===== config.mk =====
export PLATFORM = sky130hd
export DESIGN_NAME = instr_fetch
export DESIGN_NICKNAME = d
export VERILOG_FILES = /design/src/rtl/instr_fetch.sv
export SDC_FILE = /design/constraint.sdc
export NUM_CORES = 1
export LEC_CHECK = 0
export BUFFER_PORTS_ARGS = -buffer_cell sky130_fd_sc_hd__buf_2
export CAP_MARGIN = 15
export CORE_ASPECT_RATIO = 0.8
export CORE_MARGIN = 3
export CORE_UTILIZATION = 53
export CTS_CLUSTER_DIAMETER = 150
export DETAILED_ROUTE_END_ITERATION = 12
export PLACE_DENSITY = 0.86
export SYNTH_ARGS = -nofsm -noshare
export SYNTH_HDL_FRONTEND = slang
export SYNTH_SLANG_ARGS = --single-unit

===== constraint.sdc =====
create_clock -name clk -period 4.6 [get_ports clk]
set_input_delay 0.92 -clock clk [delete_from_list [all_inputs] [get_ports clk]]
set_output_delay 0.92 -clock clk [all_outputs]
set_load 0.02 [all_outputs]

===== src/rtl/instr_fetch.sv =====
// instr_fetch: program counter, single-outstanding instruction-memory read,
// and a holding register that presents the fetched word to decode.
//
// state | meaning
// ------+------------------------------------------------------------
// IDLE  | one quiet cycle out of reset before the first request
// REQ   | request valid at PC, waiting for the memory to accept it
// WAIT  | request accepted, waiting for the read response
// VALID | instr/instr_addr presented, waiting for downstream handshake
// FAULT | misaligned next_pc seen, fetch halted until reset
module instr_fetch #(
  parameter logic [31:0] RESET_PC = 32'h0000_0000
) (
  input  logic        clk,
  input  logic        reset_n,
  input  logic [31:0] next_pc,
  output logic        imem_req_valid,
  output logic [31:0] imem_req_addr,
  input  logic        imem_req_ready,
  input  logic        imem_resp_valid,
  input  logic [31:0] imem_resp_data,
  output logic        instr_valid,
  output logic [31:0] instr,
  output logic [31:0] instr_addr,
  input  logic        instr_ready,
  output logic        fetch_fault,
  output logic [31:0] fault_addr,
  output logic [31:0] fetch_count
);

  typedef enum logic [2:0] {
    IDLE  = 3'd0,
    REQ   = 3'd1,
    WAIT  = 3'd2,
    VALID = 3'd3,
    FAULT = 3'd4
  } state_e;

  state_e      state_q, state_d;
  logic [31:0] pc_q, pc_d;
  logic [31:0] instr_q, instr_d;
  logic [31:0] instr_addr_q, instr_addr_d;
  logic [31:0] fault_addr_q, fault_addr_d;
  logic [31:0] count_q, count_d;
  logic        req_valid_q, instr_valid_q, fault_q;

  // Next-state and datapath updates; handshake inputs only matter in their own state.
  always_comb begin
    state_d      = state_q;
    pc_d         = pc_q;
    instr_d      = instr_q;
    instr_addr_d = instr_addr_q;
    fault_addr_d = fault_addr_q;
    count_d      = count_q;
    case (state_q)
      IDLE: state_d = REQ;
      REQ: begin
        if (imem_req_ready) state_d = WAIT;
      end
      WAIT: begin
        if (imem_resp_valid) begin
          instr_d      = imem_resp_data;
          instr_addr_d = pc_q;
          state_d      = VALID;
        end
      end
      VALID: begin
        if (instr_ready) begin
          count_d = count_q + 32'd1;
          if (next_pc[1:0] == 2'b00) begin
            pc_d    = next_pc;
            state_d = REQ;
          end else begin
            fault_addr_d = next_pc;
            state_d      = FAULT;
          end
        end
      end
      FAULT:   state_d = FAULT;
      default: state_d = IDLE;
    endcase
  end

  // State, datapath and output flags; flags are registered from the next state.
  always_ff @(posedge clk or negedge reset_n) begin
    if (!reset_n) begin
      state_q       <= IDLE;
      pc_q          <= RESET_PC;
      instr_q       <= 32'd0;
      instr_addr_q  <= 32'd0;
      fault_addr_q  <= 32'd0;
      count_q       <= 32'd0;
      req_valid_q   <= 1'b0;
      instr_valid_q <= 1'b0;
      fault_q       <= 1'b0;
    end else begin
      state_q       <= state_d;
      pc_q          <= pc_d;
      instr_q       <= instr_d;
      instr_addr_q  <= instr_addr_d;
      fault_addr_q  <= fault_addr_d;
      count_q       <= count_d;
      req_valid_q   <= (state_d == REQ);
      instr_valid_q <= (state_d == VALID);
      fault_q       <= (state_d == FAULT);
    end
  end

  assign imem_req_valid = req_valid_q;
  assign imem_req_addr  = pc_q;
  assign instr_valid    = instr_valid_q;
  assign instr          = instr_q;
  assign instr_addr     = instr_addr_q;
  assign fetch_fault    = fault_q;
  assign fault_addr     = fault_addr_q;
  assign fetch_count    = count_q;

endmodule


* Word level (Yosys, flattened, before mapping)
Cells that the tools add are included.
** Operators by class
- Add/subtract/negate cells :: 1
- Reduce and logical (&&, ||, !) cells :: 6
- Bitwise logic cells :: 1
- Eq/ne operators :: 7
- Muxes and demuxes :: 5
** Operators by type and width (count)
- adder 32 x 1 -> 32 bit, second input constant :: 1
- case mux 3 bit (5 select lines) :: 1
- 2-to-1 mux 3 bit :: 4
- equality test 3 x 2 -> 1 bit, second input constant :: 3
- equality test 3 x 1 -> 1 bit, second input constant :: 2
- equality test 3 bit, second input constant :: 2
- AND reduction 3 bit :: 2
- AND reduction 2 bit :: 2
- logical NOT 3 bit :: 1
- logical NOT 2 bit :: 1
- NOT 1 bit :: 1
** Storage, ports and cells
- Bits in registers :: 166
- Word-level logic and storage cells :: 29
- Input port bits :: 69

* Longest topological paths before layout
- Word-level depth :: 5
- Depth in mapped cells :: 6
- Depth with buffers taken out :: 5

* Worst setup path before layout
No wires, ideal clock.
- Path type :: input -> register
- Start :: in imem_resp_valid
- End :: reg instr_q[0] (netlist: instr[0])
- Data arrival time :: 1876 ps
- Library setup time :: 125 ps
- Required time :: 4475 ps
- Path buffers :: 2
- Stages :: 4
- Setup slack :: 2600 ps
- Path through :: nor4bb_1 > buf_2 > buf_4 > mux2_2
** On the way
- Cells in the longest elaborated chain, start to end :: 1
** RTL lines
- start, declared :: line 20 : input logic imem_resp_valid,
- AND reduction 2 bit (no source line)
- end signal, assigned :: line 99 : instr_q <= instr_d;
- end, declared :: line 41 : logic [31:0] instr_q, instr_d;
No other way between the ends.
A chain may end at the register's enable or synchronous reset.

* Final worst setup path
- Start :: in imem_resp_valid
- End :: reg instr_q[5] (netlist: instr[5])
Same word-level chain as after synthesis.

==> results <==
- The flow ran to the end, and the final reports show no timing, DRC or antenna violations.
- At the pin with the least slew margin, the transition time is 1.06 ns.
- The die span in x is 130 um.
- Once layout is done, the placed cells without fillers occupy 8350 um^2.
- The worst-case clock buffer depth is 2.
- The share of total power dissipated in the clock network is 0.232.
- The detailed router's first-iteration violation count is 259.
- The initial utilization of the core area, before any placement, comes to 0.554.
- The H-tree was split into 4 levels.
- The largest individual stage delay along the critical path comes from the cell nor4bb_4.
- The number of pins with negative max-slew slack in the final report is 0.
- The number of buffers and inverters on the critical path is 2.
- The highest achievable clock rate is 419 MHz.
- The fraction of power spent switching nets is 0.376.
- The worst hold path endpoint is fetch_count[31].
- The final net count is 734.
- The post-cts gate resize count is 0.
- The die is 105 um tall.
- The family of cells with the greatest summed delay on the critical path is simple AND/OR/NAND/NOR gates.
- Hold repair after CTS inserted 0 buffers.
- The total area of multi-input combinational cells is 2230 um^2.
- The number of warnings printed during yosys synthesis is 0.
- The clock net in this run drives a total of 166 sinks.
- Detailed placement finished with a half-perimeter wire length of 10800 um.
- After detailed placement, the total cell area comes to 7780 um^2.
- The clock arrives with 0.0108 ns of skew.
- The nature of the critical path startpoint is an input port.
- The analysis attributes to cell leakage a power of 4.22 nW.
- Of the total power, registers draw 0.404.
- The fill cell instance count of the final layout is 815.
- After clock tree synthesis, the clock-pin slew on the worst setup and hold paths is 0.07 ns.
- The peak fanout along the critical path is 35.
- Internal power comes to 0.00367 W.
- Setup repair after global routing left no endpoint under its margin.
- The summed negative setup slack over all endpoints is 0 ns.
- The class of the tightest hold or removal check is reg2reg.
- In this run, synthesis produced a sequential element count of 166.
- Averaged over all synthesized cells, the footprint is 15.2 um^2.
- Compared with the post-synthesis result, the final layout area differs by 28.4%.
- Of the total power, combinational logic draws 0.364.
- The first-pass iteration count of the detailed router is 4.
- The worst voltage drop across the vdd grid is 0.000460 V.
- The detail route stage leaves a number of antenna-violating nets equal to 0.
- The worst reg2reg path startpoint is state_q[0].
- The data arrival time of the critical path is 2.68 ns.
- The region available for standard cell placement spans 11700 um^2.
- The floorplan step defined a die boundary enclosing 13600 um^2.
- The internal reg-to-reg setup slack is 2.27 ns.
- The minimum hold slack is 0.476 ns.
- The share of synthesized area in the top cell type comes to 0.639.
- The largest total area in the synthesized netlist belongs to dfrtp_1.
- STA puts the critical path data required time at 4.89 ns.
- The wire length of the first global-routing pass is 23900 um.
- Measured against its own limit, the worst slew margin works out to 0.290.
- Max-cap violations in this run came to 0.
- At the placement stage, the worst setup path has a slack of 1.72 ns.
- The number of port buffers is 231.
- Synthesis handed over a netlist of 427 instances.
- The synthesized netlist occupies a cell area of 6500 um^2.
- Setup violations remaining at the end of the flow were counted as 0.
- Traced cell by cell, the critical path runs through buf_2 > nor4bb_4 > buf_4 > mux2_2.
- The final critical delay including setup and external delays is 2.39 ns.
- The maximum number of pins on one net before global-route repair is 103.
- The clock latency reported for the late side of the worst-skew pair is 0.42 ns.
- For the worst flop-to-flop path, the logic depth is 3.
- The initialized floorplan defines 35 standard-cell rows.
- The tree is rooted in a clkbuf_16.
- 232 I/O pins were placed.
- Wires add up to 14900 um.
- The net count of the mapped netlist is 497.
- The worst setup path is captured at a flip-flop.
- The worst path meets setup with 2.21 ns of slack.
- The DRC violation count after routing is 0.
- At the end of routability-driven placement, the weighted congestion stood at 0.803.
- The distinct cell type count of the synthesized netlist is 34.
- The number of clock buffers added by TritonCTS is 17.
- The via count of the first global-routing pass came to 4580.
- The hold violation total from the final report is 0.
- In this run the power spent charging and discharging nets is 0.00221 W.
- After detailed routing, the number of vias per cell comes to 5.34.
- The power density normalized to cell area is 704 nW/um^2.
- The initial antenna violation count is 0.
- The final critical-path share of the clock period is 0.519.
- The delay of the slowest cell on the worst path is 0.73 ns.
- The global-route usage over all layers is 0.225.
- Summed over all layers, the global routing overflow is 0.
- The critical path start-end classification is in2reg.
- The share of the Yosys chip area taken by registers is 0.639.
- The instance count along the most critical hold path is 1.
- The number of antenna cells inserted is 0.
- After detailed routing, the average wire length per cell comes to 18.1 um.
- The area taken by flip-flops and latches is 4150 um^2.
- By area the synthesized netlist is led by dfrtp_1 (64%), mux2_2 (21%), xnor2_1 (3.9%).
- The TritonCTS clock tree is built.
- The worst register-to-register path ends at instr[5].
- The fraction of layout cells with a size suffix above 1 is 0.588.
- The instance count on the critical path is 4.
- The number of setup buffers added after CTS is 0.
- The launch instance of the worst min-delay path is fetch_count[31].
- The detailed router placed 4404 vias in this run.
[cell type report]
class                           instances  area share
Tap cell                              148      0.0222
Multi-Input combinational cell        240       0.267
Sequential cell                       166       0.498
Timing Repair Buffer                  236       0.144
Clock inverter                         15      0.0172
Inverter                                3     0.00135
Clock buffer                           17      0.0510
[cells by family after synthesis]
family,count (synthesis),share of synthesized area
AO/OA/AOI/OAI,5,0.00500
buffers and inverters,21,0.0217
AND/OR/NAND/NOR,78,0.0746
XOR/XNOR,31,0.0417
adder cells (fa/ha/maj),1,0.00192
multiplexers,125,0.216
flip-flops,166,0.639
[sequential cells by signal, summed over array words and instances, names as in the netlist]
name	cells
fault_addr	32
fetch_count	32
imem_req_addr	32
instr	32
instr_addr	32
state_q	3
fetch_fault	1
imem_req_valid	1
instr_valid	1
[synthesized netlist by cell type]
cell type  number
and4_1          1
xor2_1          2
or2_2           1
ha_1            1
and2_1          5
nor4bb_1        1
inv_1           3
nor4_2          1
nand4b_4        1
nand4_2         1
buf_2           5
dfrtp_1       166
xnor2_1        29
nand4_1        13
nor2_1          7
nor3b_1         1
nand3_1        10
nor3_1          2
mux2_1          4
nor2b_1         1
nor2_2          1
a21oi_1         2
a211oi_1        1
nand4b_1        1
nor4_4          2
a21o_1          2
nor3_4          1
nand3b_1        1
and3_1          4
mux2_2        121
and4b_1         1
nand2_1        22
buf_4          11
buf_6           2
[cells in the final DEF, fill, tap and decap left out, types with 4 or more instances in the layout]
cell        instances
buf_2             230
dfrtp_1           166
mux2_2            121
xnor2_1            29
nand2_1            22
clkbuf_16          17
nand4_1            13
nand3_1            10
nor2_1              7
and2_1              5
buf_4               5
mux2_1              4
and3_1              4
clkinvlp_4          4
[metal layers]
metal | GRT usage | part of all wire
met5 | 0 | 0
met2 | 0.370 | 0.49
met4 | 0.0890 | 0.023
met1 | 0.272 | 0.40
met3 | 0.0751 | 0.086
[worst max-delay path by stage]
stage                         start   endpoint
floorplan           imem_resp_valid   instr[0]
global placement    imem_resp_valid  instr[18]
detailed placement  imem_resp_valid  instr[10]
CTS                 imem_resp_valid   instr[5]
global route        imem_resp_valid   instr[5]
finish              imem_resp_valid   instr[5]
[metrics by stage]
| step | power [W] | util | std cells |
|---|---|---|---|
| after detailed placement | 0.00456 | 0.663 | 793 |
| after CTS | 0.00595 | 0.711 | 825 |
| after floorplan | 0.00372 | - | 427 |
| after global placement | 0.00446 | 0.663 | 793 |
| final | 0.00588 | 0.711 | 825 |
| after global routing | 0.00620 | 0.711 | 825 |
[power groups by stage]
stage,logic (W),clock network (W),registers (W)
detailed placement,0.00217,0,0.00239
floorplan,0.000717,0,0.00300
global placement,0.00211,0,0.00235
global route,0.00229,0.00146,0.00245
CTS,0.00218,0.00139,0.00238
finish,0.00214,0.00137,0.00237
No activity file was read; power rests on OpenSTA's default activity.
